<file path="config.mk">
export PLATFORM = sky130hd
export DESIGN_NAME = alu_op_sequencer
export DESIGN_NICKNAME = d
export VERILOG_FILES = /design/src/rtl/alu_pkg.sv /design/src/rtl/alu_settle_counter.sv /design/src/rtl/alu_op_sequencer.sv
export SDC_FILE = /design/constraint.sdc
export NUM_CORES = 1
export LEC_CHECK = 0
export ABC_AREA = 1
export CAP_MARGIN = 20
export CORE_MARGIN = 10
export CORE_UTILIZATION = 41
export CTS_CLUSTER_SIZE = 16
export DETAILED_ROUTE_END_ITERATION = 10
export MAX_ROUTING_LAYER = met4
export PLACE_DENSITY = 0.77
export RECOVER_POWER = 25
export SYNTH_ARGS = -nofsm -noshare
export SYNTH_HDL_FRONTEND = slang
export SYNTH_HIERARCHICAL = 1
export SYNTH_SLANG_ARGS = --single-unit
</file>
<file path="constraint.sdc">
create_clock -name clk -period 2.1 [get_ports clk]
set_clock_uncertainty 0.2 [all_clocks]
set_input_delay 0.315 -clock clk [delete_from_list [all_inputs] [get_ports clk]]
set_output_delay 0.315 -clock clk [all_outputs]
set_load 0.1 [all_outputs]
</file>
<file path="src/rtl/alu_pkg.sv">
`default_nettype none
// ============================================================================
// Module   : alu_pkg
// Brief    : Shared widths, sequencer state encoding and ALU opcode names.
// Revision : 1.0
// ============================================================================
package alu_pkg;

    localparam int c_DATA_W = 8;
    localparam int c_OP_W   = 4;

    typedef enum logic [1:0] {
        ST_IDLE   = 2'd0,
        ST_SETTLE = 2'd1,
        ST_HOLD   = 2'd2
    } seq_state_e;

    // Opcode map understood by alu_8bit
    typedef enum logic [3:0] {
        OP_ADD  = 4'h0,
        OP_ADC  = 4'h1,
        OP_SUB  = 4'h2,
        OP_SBC  = 4'h3,
        OP_AND  = 4'h4,
        OP_OR   = 4'h5,
        OP_XOR  = 4'h6,
        OP_NOT  = 4'h7,
        OP_SHL  = 4'h8,
        OP_SHR  = 4'h9,
        OP_ROL  = 4'hA,
        OP_ROR  = 4'hB,
        OP_INC  = 4'hC,
        OP_DEC  = 4'hD,
        OP_PASS = 4'hE,
        OP_CMP  = 4'hF
    } alu_op_e;

endpackage
`default_nettype wire

</file>
<file path="src/rtl/alu_settle_counter.sv">
`default_nettype none
// ============================================================================
// Module   : alu_settle_counter
// Brief    : Loadable down-counter that reloads to SETTLE and flags zero.
// Revision : 1.0
// ============================================================================
module alu_settle_counter #(
    parameter int SETTLE = 1
) (
    input  logic clk,
    input  logic rst_n,
    input  logic load,
    input  logic dec,
    output logic zero
);

    localparam int CW = (SETTLE > 0) ? $clog2(SETTLE + 1) : 1;

    logic [CW-1:0] r_cnt;

    always_ff @(posedge clk) begin
        if (!rst_n) begin
            r_cnt <= '0;
        end else if (load) begin
            r_cnt <= CW'(SETTLE);
        end else if (dec) begin
            r_cnt <= r_cnt - CW'(1);
        end
    end

    assign zero = (r_cnt == '0);

endmodule
`default_nettype wire

</file>
<file path="src/rtl/alu_op_sequencer.sv">
`default_nettype none
// ============================================================================
// Module   : alu_op_sequencer
// Brief    : Sweeps an external ALU over an opcode range for one operand pair
//            and streams each captured result/carry over valid/ready.
// Revision : 1.0
// ============================================================================
module alu_op_sequencer
    import alu_pkg::*;
#(
    parameter int DATA_W = c_DATA_W,
    parameter int OP_W   = c_OP_W,
    parameter int SETTLE = 1
) (
    input  logic              clk,
    input  logic              rst_n,
    input  logic              start_valid,
    output logic              start_ready,
    input  logic [DATA_W-1:0] start_a,
    input  logic [DATA_W-1:0] start_b,
    input  logic [OP_W-1:0]   op_first,
    input  logic [OP_W-1:0]   op_last,
    output logic [DATA_W-1:0] alu_a,
    output logic [DATA_W-1:0] alu_b,
    output logic [OP_W-1:0]   alu_opcode,
    input  logic [DATA_W-1:0] alu_carry,
    input  logic [DATA_W-1:0] alu_result,
    output logic              res_valid,
    input  logic              res_ready,
    output logic [OP_W-1:0]   res_opcode,
    output logic [DATA_W-1:0] res_result,
    output logic [DATA_W-1:0] res_carry,
    output logic              res_last,
    output logic              done,
    output logic              err_range
);

    seq_state_e        r_state;
    logic [OP_W-1:0]   r_op_last;

    logic w_accept;
    logic w_advance;
    logic w_cnt_dec;
    logic w_cnt_zero;

    assign start_ready = (r_state == ST_IDLE);
    assign w_accept    = start_ready && start_valid && (op_last >= op_first);
    assign w_advance   = (r_state == ST_HOLD) && res_ready && !res_last;
    assign w_cnt_dec   = (r_state == ST_SETTLE) && !w_cnt_zero;

    alu_settle_counter #(
        .SETTLE (SETTLE)
    ) u_settle (
        .clk   (clk),
        .rst_n (rst_n),
        .load  (w_accept || w_advance),
        .dec   (w_cnt_dec),
        .zero  (w_cnt_zero)
    );

    always_ff @(posedge clk) begin
        if (!rst_n) begin
            r_state    <= ST_IDLE;
            r_op_last  <= '0;
            alu_a      <= '0;
            alu_b      <= '0;
            alu_opcode <= '0;
            res_valid  <= 1'b0;
            res_opcode <= '0;
            res_result <= '0;
            res_carry  <= '0;
            res_last   <= 1'b0;
            done       <= 1'b0;
            err_range  <= 1'b0;
        end else begin
            done      <= 1'b0;
            err_range <= 1'b0;
            case (r_state)
                ST_IDLE: begin
                    if (w_accept) begin
                        alu_a      <= start_a;
                        alu_b      <= start_b;
                        alu_opcode <= op_first;
                        r_op_last  <= op_last;
                        r_state    <= ST_SETTLE;
                    end else if (start_valid) begin
                        err_range  <= 1'b1;
                    end
                end
                ST_SETTLE: begin
                    if (w_cnt_zero) begin
                        res_result <= alu_result;
                        res_carry  <= alu_carry;
                        res_opcode <= alu_opcode;
                        res_last   <= (alu_opcode == r_op_last);
                        res_valid  <= 1'b1;
                        r_state    <= ST_HOLD;
                    end
                end
                ST_HOLD: begin
                    // The last opcode terminates on equality, so the
                    // increment never wraps past the top of the range.
                    if (res_ready) begin
                        res_valid <= 1'b0;
                        if (res_last) begin
                            done    <= 1'b1;
                            r_state <= ST_IDLE;
                        end else begin
                            alu_opcode <= alu_opcode + OP_W'(1);
                            r_state    <= ST_SETTLE;
                        end
                    end
                end
                default: r_state <= ST_IDLE;
            endcase
        end
    end

endmodule
`default_nettype wire
</file>
Word level (Yosys, flattened, before mapping)
Cells that the tools add are included.
{"block": "word_totals", "reg_bits": 51, "in_bits": 44, "out_inout_bits": 45, "elab_cells": 60}
{"block": "classes", "n_addsub": 2, "n_lt_le_gt_ge": 1, "eq_ne": 7, "n_mux": 16, "n_bitwise": 3, "reduce_logical": 18}
{"operator": "4-bit two-way mux", "n": 3}
{"operator": "3-bit AND reduction", "n": 3}
{"operator": "4-bit case mux with 2 select lines", "n": 1}
{"operator": "1-bit two-way mux", "n": 7}
{"operator": "2-bit two-way mux", "n": 3}
{"operator": "2-bit inequality test, second input constant", "n": 3}
{"operator": "2-bit case mux with 3 select lines", "n": 1}
{"operator": "2-bit nonzero test", "n": 3}
{"operator": "1-bit logical AND", "n": 5}
{"operator": "4-bit by 1-bit adder with 4-bit output, second input constant", "n": 1}
{"operator": "4-bit equality test", "n": 1}
{"operator": "4-bit greater-or-equal comparator", "n": 1}
{"operator": "2-bit AND reduction", "n": 2}
{"operator": "4-bit AND reduction", "n": 1}
{"operator": "1-bit NOT", "n": 3}
{"operator": "3-bit OR reduction", "n": 1}
{"operator": "2-bit by 1-bit equality test with 1-bit output, second input constant", "n": 1}
{"operator": "2-bit equality test, second input constant", "n": 1}
{"operator": "2-bit logical NOT", "n": 1}
{"operator": "2-bit by 1-bit inequality test with 1-bit output, second input constant", "n": 1}
{"operator": "1-bit case mux with 2 select lines", "n": 1}
{"operator": "1-bit logical NOT", "n": 1}
{"operator": "1-bit logical OR", "n": 1}
{"operator": "1-bit subtractor, second input constant", "n": 1}

Logic depth before layout (Yosys ltp)
Gate-level depths: netlist (run 1).
{"block": "logic_depth", "depth_word": 5, "ltp_mapped": 14, "mapped_depth_nobuf": 13}

Cells and area by module
Netlist (run 1), hierarchy kept.
{"module": "alu_op_sequencer", "n_inst": 1, "cells_per_inst": 268, "area_each_um2": 2087.0, "seq_area_each_um2": 1001.0}
{"module": "alu_settle_counter", "n_inst": 1, "cells_per_inst": 9, "area_each_um2": 51.3, "seq_area_each_um2": 20.0}

Worst setup path before layout (run 1)
OpenSTA, ideal clock, no wires.
{"block": "synth_path", "path_kind": "reg2reg", "startpoint": "reg alu_opcode[0]", "endpoint": "reg alu_opcode[1]", "setup_time_ns": 0.115, "t_arrival_ns": 1.665, "required_time_ns": 1.785, "setup_slack_ns": 0.120, "path_stages_with_launch": 6, "path_buffers": 0, "synth_period_minus_slack_ns": 1.980, "cell_sequence": "dfxtp_1 > ha_1 > nand2_1 > o21ai_0 > a21oi_1 > nor2_1"}
{"block": "synth_via", "elab_chain_cells": 4}
{"element": "start, declared", "line": "alu_op_sequencer.sv:25", "text": "output logic [OP_W-1:0] alu_opcode,"}
{"element": "start signal, assigned", "line": "alu_op_sequencer.sv:83", "text": "alu_opcode <= op_first;"}
{"element": "start signal, assigned", "line": "alu_op_sequencer.sv:109", "text": "alu_opcode <= alu_opcode + OP_W'(1);"}
{"element": "4-bit by 1-bit adder with 4-bit output", "line": "alu_op_sequencer.sv:109"}
{"element": "4-bit two-way mux", "line": "alu_op_sequencer.sv:105", "text": "if (res_last) begin"}
{"element": "4-bit two-way mux", "line": "alu_op_sequencer.sv:103", "text": "if (res_ready) begin"}
{"element": "4-bit case mux with 2 select lines", "line": "alu_op_sequencer.sv:78", "text": "case (r_state)"}
Every way passes these cells. The select of a mux whose other input is x is not followed.
A chain may end at the register's enable or synchronous reset.

Worst setup path in the final report (run 1)
{"block": "layout_path", "startpoint": "in op_first[3]", "endpoint": "reg alu_b[5]"}
{"block": "layout_via", "elab_chain_cells": 3}
{"element": "start, declared", "line": "alu_op_sequencer.sv:21", "text": "input logic [OP_W-1:0] op_first,"}
{"element": "4-bit greater-or-equal comparator", "line": "alu_op_sequencer.sv:47", "text": "assign w_accept = start_ready && start_valid && (op_last >= op_first);"}
{"element": "1-bit logical AND", "line": "alu_op_sequencer.sv:47"}
{"element": "2-bit AND reduction (no source line)"}
{"element": "end signal, assigned", "line": "alu_op_sequencer.sv:82", "text": "alu_b <= start_b;"}
{"element": "end, declared", "line": "alu_op_sequencer.sv:24", "text": "output logic [DATA_W-1:0] alu_b,"}
Every way passes these cells.

==> results of run 1 <==
==> logic make-up after synthesis <==
family,Yosys count,share of synthesized area
AND/OR/NAND/NOR,118,0.245
AO/OA/AOI/OAI,61,0.144
flip-flops,51,0.477
adder cells (fa/ha/maj),5,0.0293
buffers and inverters,40,0.0965
XOR/XNOR,2,0.00819
==> repair_timing <==
item / CTS / global route
setup endpoints to repair: 0 / 8
hold buffers: 0 / 0
gates resized for setup: 0 / 2
==> Yosys cell counts (2+ instances only) <==
cell       n
nand2_1   52
dfxtp_1   51
nor2_1    42
a21oi_1   28
o21ai_0   26
inv_1     22
nand3_1    8
buf_6      7
o21ai_1    6
ha_1       5
clkbuf_1   4
inv_2      4
nand4_1    3
nor2_2     3
buf_2      2
nor2_4     2
nor4_1     2
xnor2_1    2
==> metrics by stage <==
step	cells	total power [mW]	instance area, um^2	TNS [ns]	util
after floorplan	277	1.95	2140	0	-
after global placement	430	2.25	3030	-2.12	0.596
after detailed placement	430	2.26	3030	-3.46	0.596
after CTS	438	2.88	3130	0	0.617
after global routing	438	2.97	3080	0	0.607
final	438	2.82	3080	0	0.607
==> where the power goes <==
part / switching, mW / total (mW) / internal (mW)
clock: 0.314 / 0.614 / 0.300
sequential: 0.0642 / 1.12 / 1.06
combinational: 0.795 / 1.09 / 0.296
total: 1.17 / 2.82 / 1.65
==> state kept, by name, summed over array words and instances, names as in the netlist <==
| name | flops |
|---|---|
| alu_a | 8 |
| u_settle/r_cnt | 1 |
| err_range | 1 |
| done | 1 |
| alu_b | 8 |
| res_result | 8 |
| res_valid | 1 |
| res_last | 1 |
| res_opcode | 4 |
| r_state | 2 |
| res_carry | 8 |
| r_op_last | 4 |
| alu_opcode | 4 |
==> path summary, 6_finish.rpt <==
path                       start             to  slack, ns  cells past startpoint
hold reg to reg    res_result[2]  res_result[2]       0.27                      2
setup / recovery     op_first[3]       alu_b[5]       0.16                     10
setup reg to reg  u_settle/r_cnt       res_last       0.50                      5
hold / removal     res_result[2]  res_result[2]       0.27                      2
==> tightest hold or removal path: stages, from the launching register on <==
cell and delay, ns:
dfxtp_1 0.32, nand2_1 0.06, a21oi_1 0.05
==> area by class of cell <==
class                   instances  area, um^2  share of cell area
multi-input cells             186         916               0.298
repair buffers                 96         847               0.275
flip-flops and latches         51        1020               0.332
inverters                      27         103              0.0333
clock buffers                   7        96.3              0.0313
well taps                      70        87.6              0.0285
clock inverters                 1        7.51             0.00244
==> metal layers <==
metal  track usage  routed length, um  vias up  share of wire
li1              -                  -     1066              -
met1         0.151               2490      930           0.43
met2         0.245               3050       35           0.53
met3        0.0310                186        4          0.032
met4        0.0463                 74        0          0.013
met5             -                  0        -              0
==> impl_results.md, run 1 <==
* Max Clock Freq at slightly above 0.5 GHz
* DRT iter0 DRCs at 95
* Initial core utilization at 0.421
* Die width at ~92 um
* GRT Overall Usage at 0.139
* Seq cells post-synth at 51
* Post-synth EDFFs at 0
* Synth Flop Type: dfxtp_1
* WL final at roughly 5800 um
* DRC viols at 0
* Core box area at between 5000 and 6000 um^2
* # rows at 26
* Synth Instances at approximately 280
* Slew @ Worst Pin at 0.558 ns
* Final setup viols at 0
* Root Buffer: clkbuf_8
* Remaining global-route overflow at 0
* Yosys cell types at 26
* Post-synthesis sequential area ratio at 0.477
* Hold WC Path Type: flop to flop
* Num CTS Buffers at 5
* Worst-path cell chain: clkdlybuf4s50_1 > inv_1 > ha_1 > a21oi_1 > nand3_2 > nand2_4 > inv_2 > buf_12 > nor2_1 > nor2_1
* CP Data Required Time at around 2.1 ns
* Share of layout cells above drive strength 1 at 0.204
* Most frequent cells in the layout: 52 x nand2_1, 51 x dfxtp_1, 42 x nor2_1, 42 x clkdlybuf4s50_1, 28 x a21oi_1
* Cell family with most CP delay: buffers and inverters
* Max incr delay on CP at 0.45 ns
* PwrDens at roughly 920 nW/um^2
* Area growth syn-to-layout at 43.9%
* CP Capture Type: flop
* H-tree Lvls at 2
* VDD IR max at 0.000515 V
* DIE AREA at between 8000 and 9000 um^2
* Via/cell ratio at around 4.6
* Hold slack at approximately 0.27 ns
* Crit path time final at approximately 1.9 ns
* WP data arrival at 1.94 ns
* ANT nets after route at 0
* Worst-path fanout max at 20
* Dpl ws at -0.166 ns
* Worst skew pair latency at ~0.30 ns
* WP buf/inv at 4
* Post-Syn Nets at 326
* Share of the synthesized area in the top cell type at 0.477
* Synth top area cells: dfxtp_1 48%, nand2_1 9.1%, nor2_1 7.4%
* Outcome: finished clean
* First-pass GRT wire length at approximately 9500 um
* Avg Cell Area, Syn at between 7 and 8 um^2
* RePlAce Congestion at 0.822
* Clk buf depth at 2
* MaxCap Viol Count at 0
* Static leakage at roughly 1.3 nW
* Pre-antenna DRT Iters at 4
* Unrepaired setup endpoints after global routing: no
* Vias in the first global route at 1,975
* # Post-CTS Setup Buffers at 0
* Mapped Area at 2140 um^2
* Antenna diode count at 0
* Setup ws final at around 0.16 ns
* Hold Fails Final Rpt at 0
* Synth warn at 6
* Fin crit share at 0.924
* I/O pins at 89
* CP Class: input port to flop
* Slew Limit Headroom at 0.628
* CP max-delay cell: clkdlybuf4s50_1
* Via count at a little over 2,000
* Post-synth ARST share at 0
* Clk sink count at 51
* Die Y at slightly above 90 um
* Detail Placement HPWL at between 4000 and 5000 um
* Crit start category: input port
* TritonCTS clock tree: yes
* Nets at around 420
* Number of port buffers at 88
* Largest net degree at the start of global routing at 27
* Per-cell routed wire length at 13.3 um
* Fill count at 494
* Leading cell type in the layout, fill and taps excluded: nand2_1
* Register clock-pin slew on the reported worst setup and hold paths at about 0.090 ns
* Fin. max-slew vios at 0
* Initial antenna violation count at 0
* Most repeated library cell on the critical path: nor2_1
* Post-synth top area cell: dfxtp_1
(Power assumes the default switching activity.)
==> inputs of run 2 (changes only) <==
--- a/config.mk
+++ b/config.mk
@@ -18,3 +18,4 @@
 export SYNTH_HDL_FRONTEND = slang
 export SYNTH_HIERARCHICAL = 1
 export SYNTH_SLANG_ARGS = --single-unit
+export TNS_END_PERCENT = 30
==> results of run 2 <==
Same layout as run 1: the final DEF is identical, and so are final timing and power.
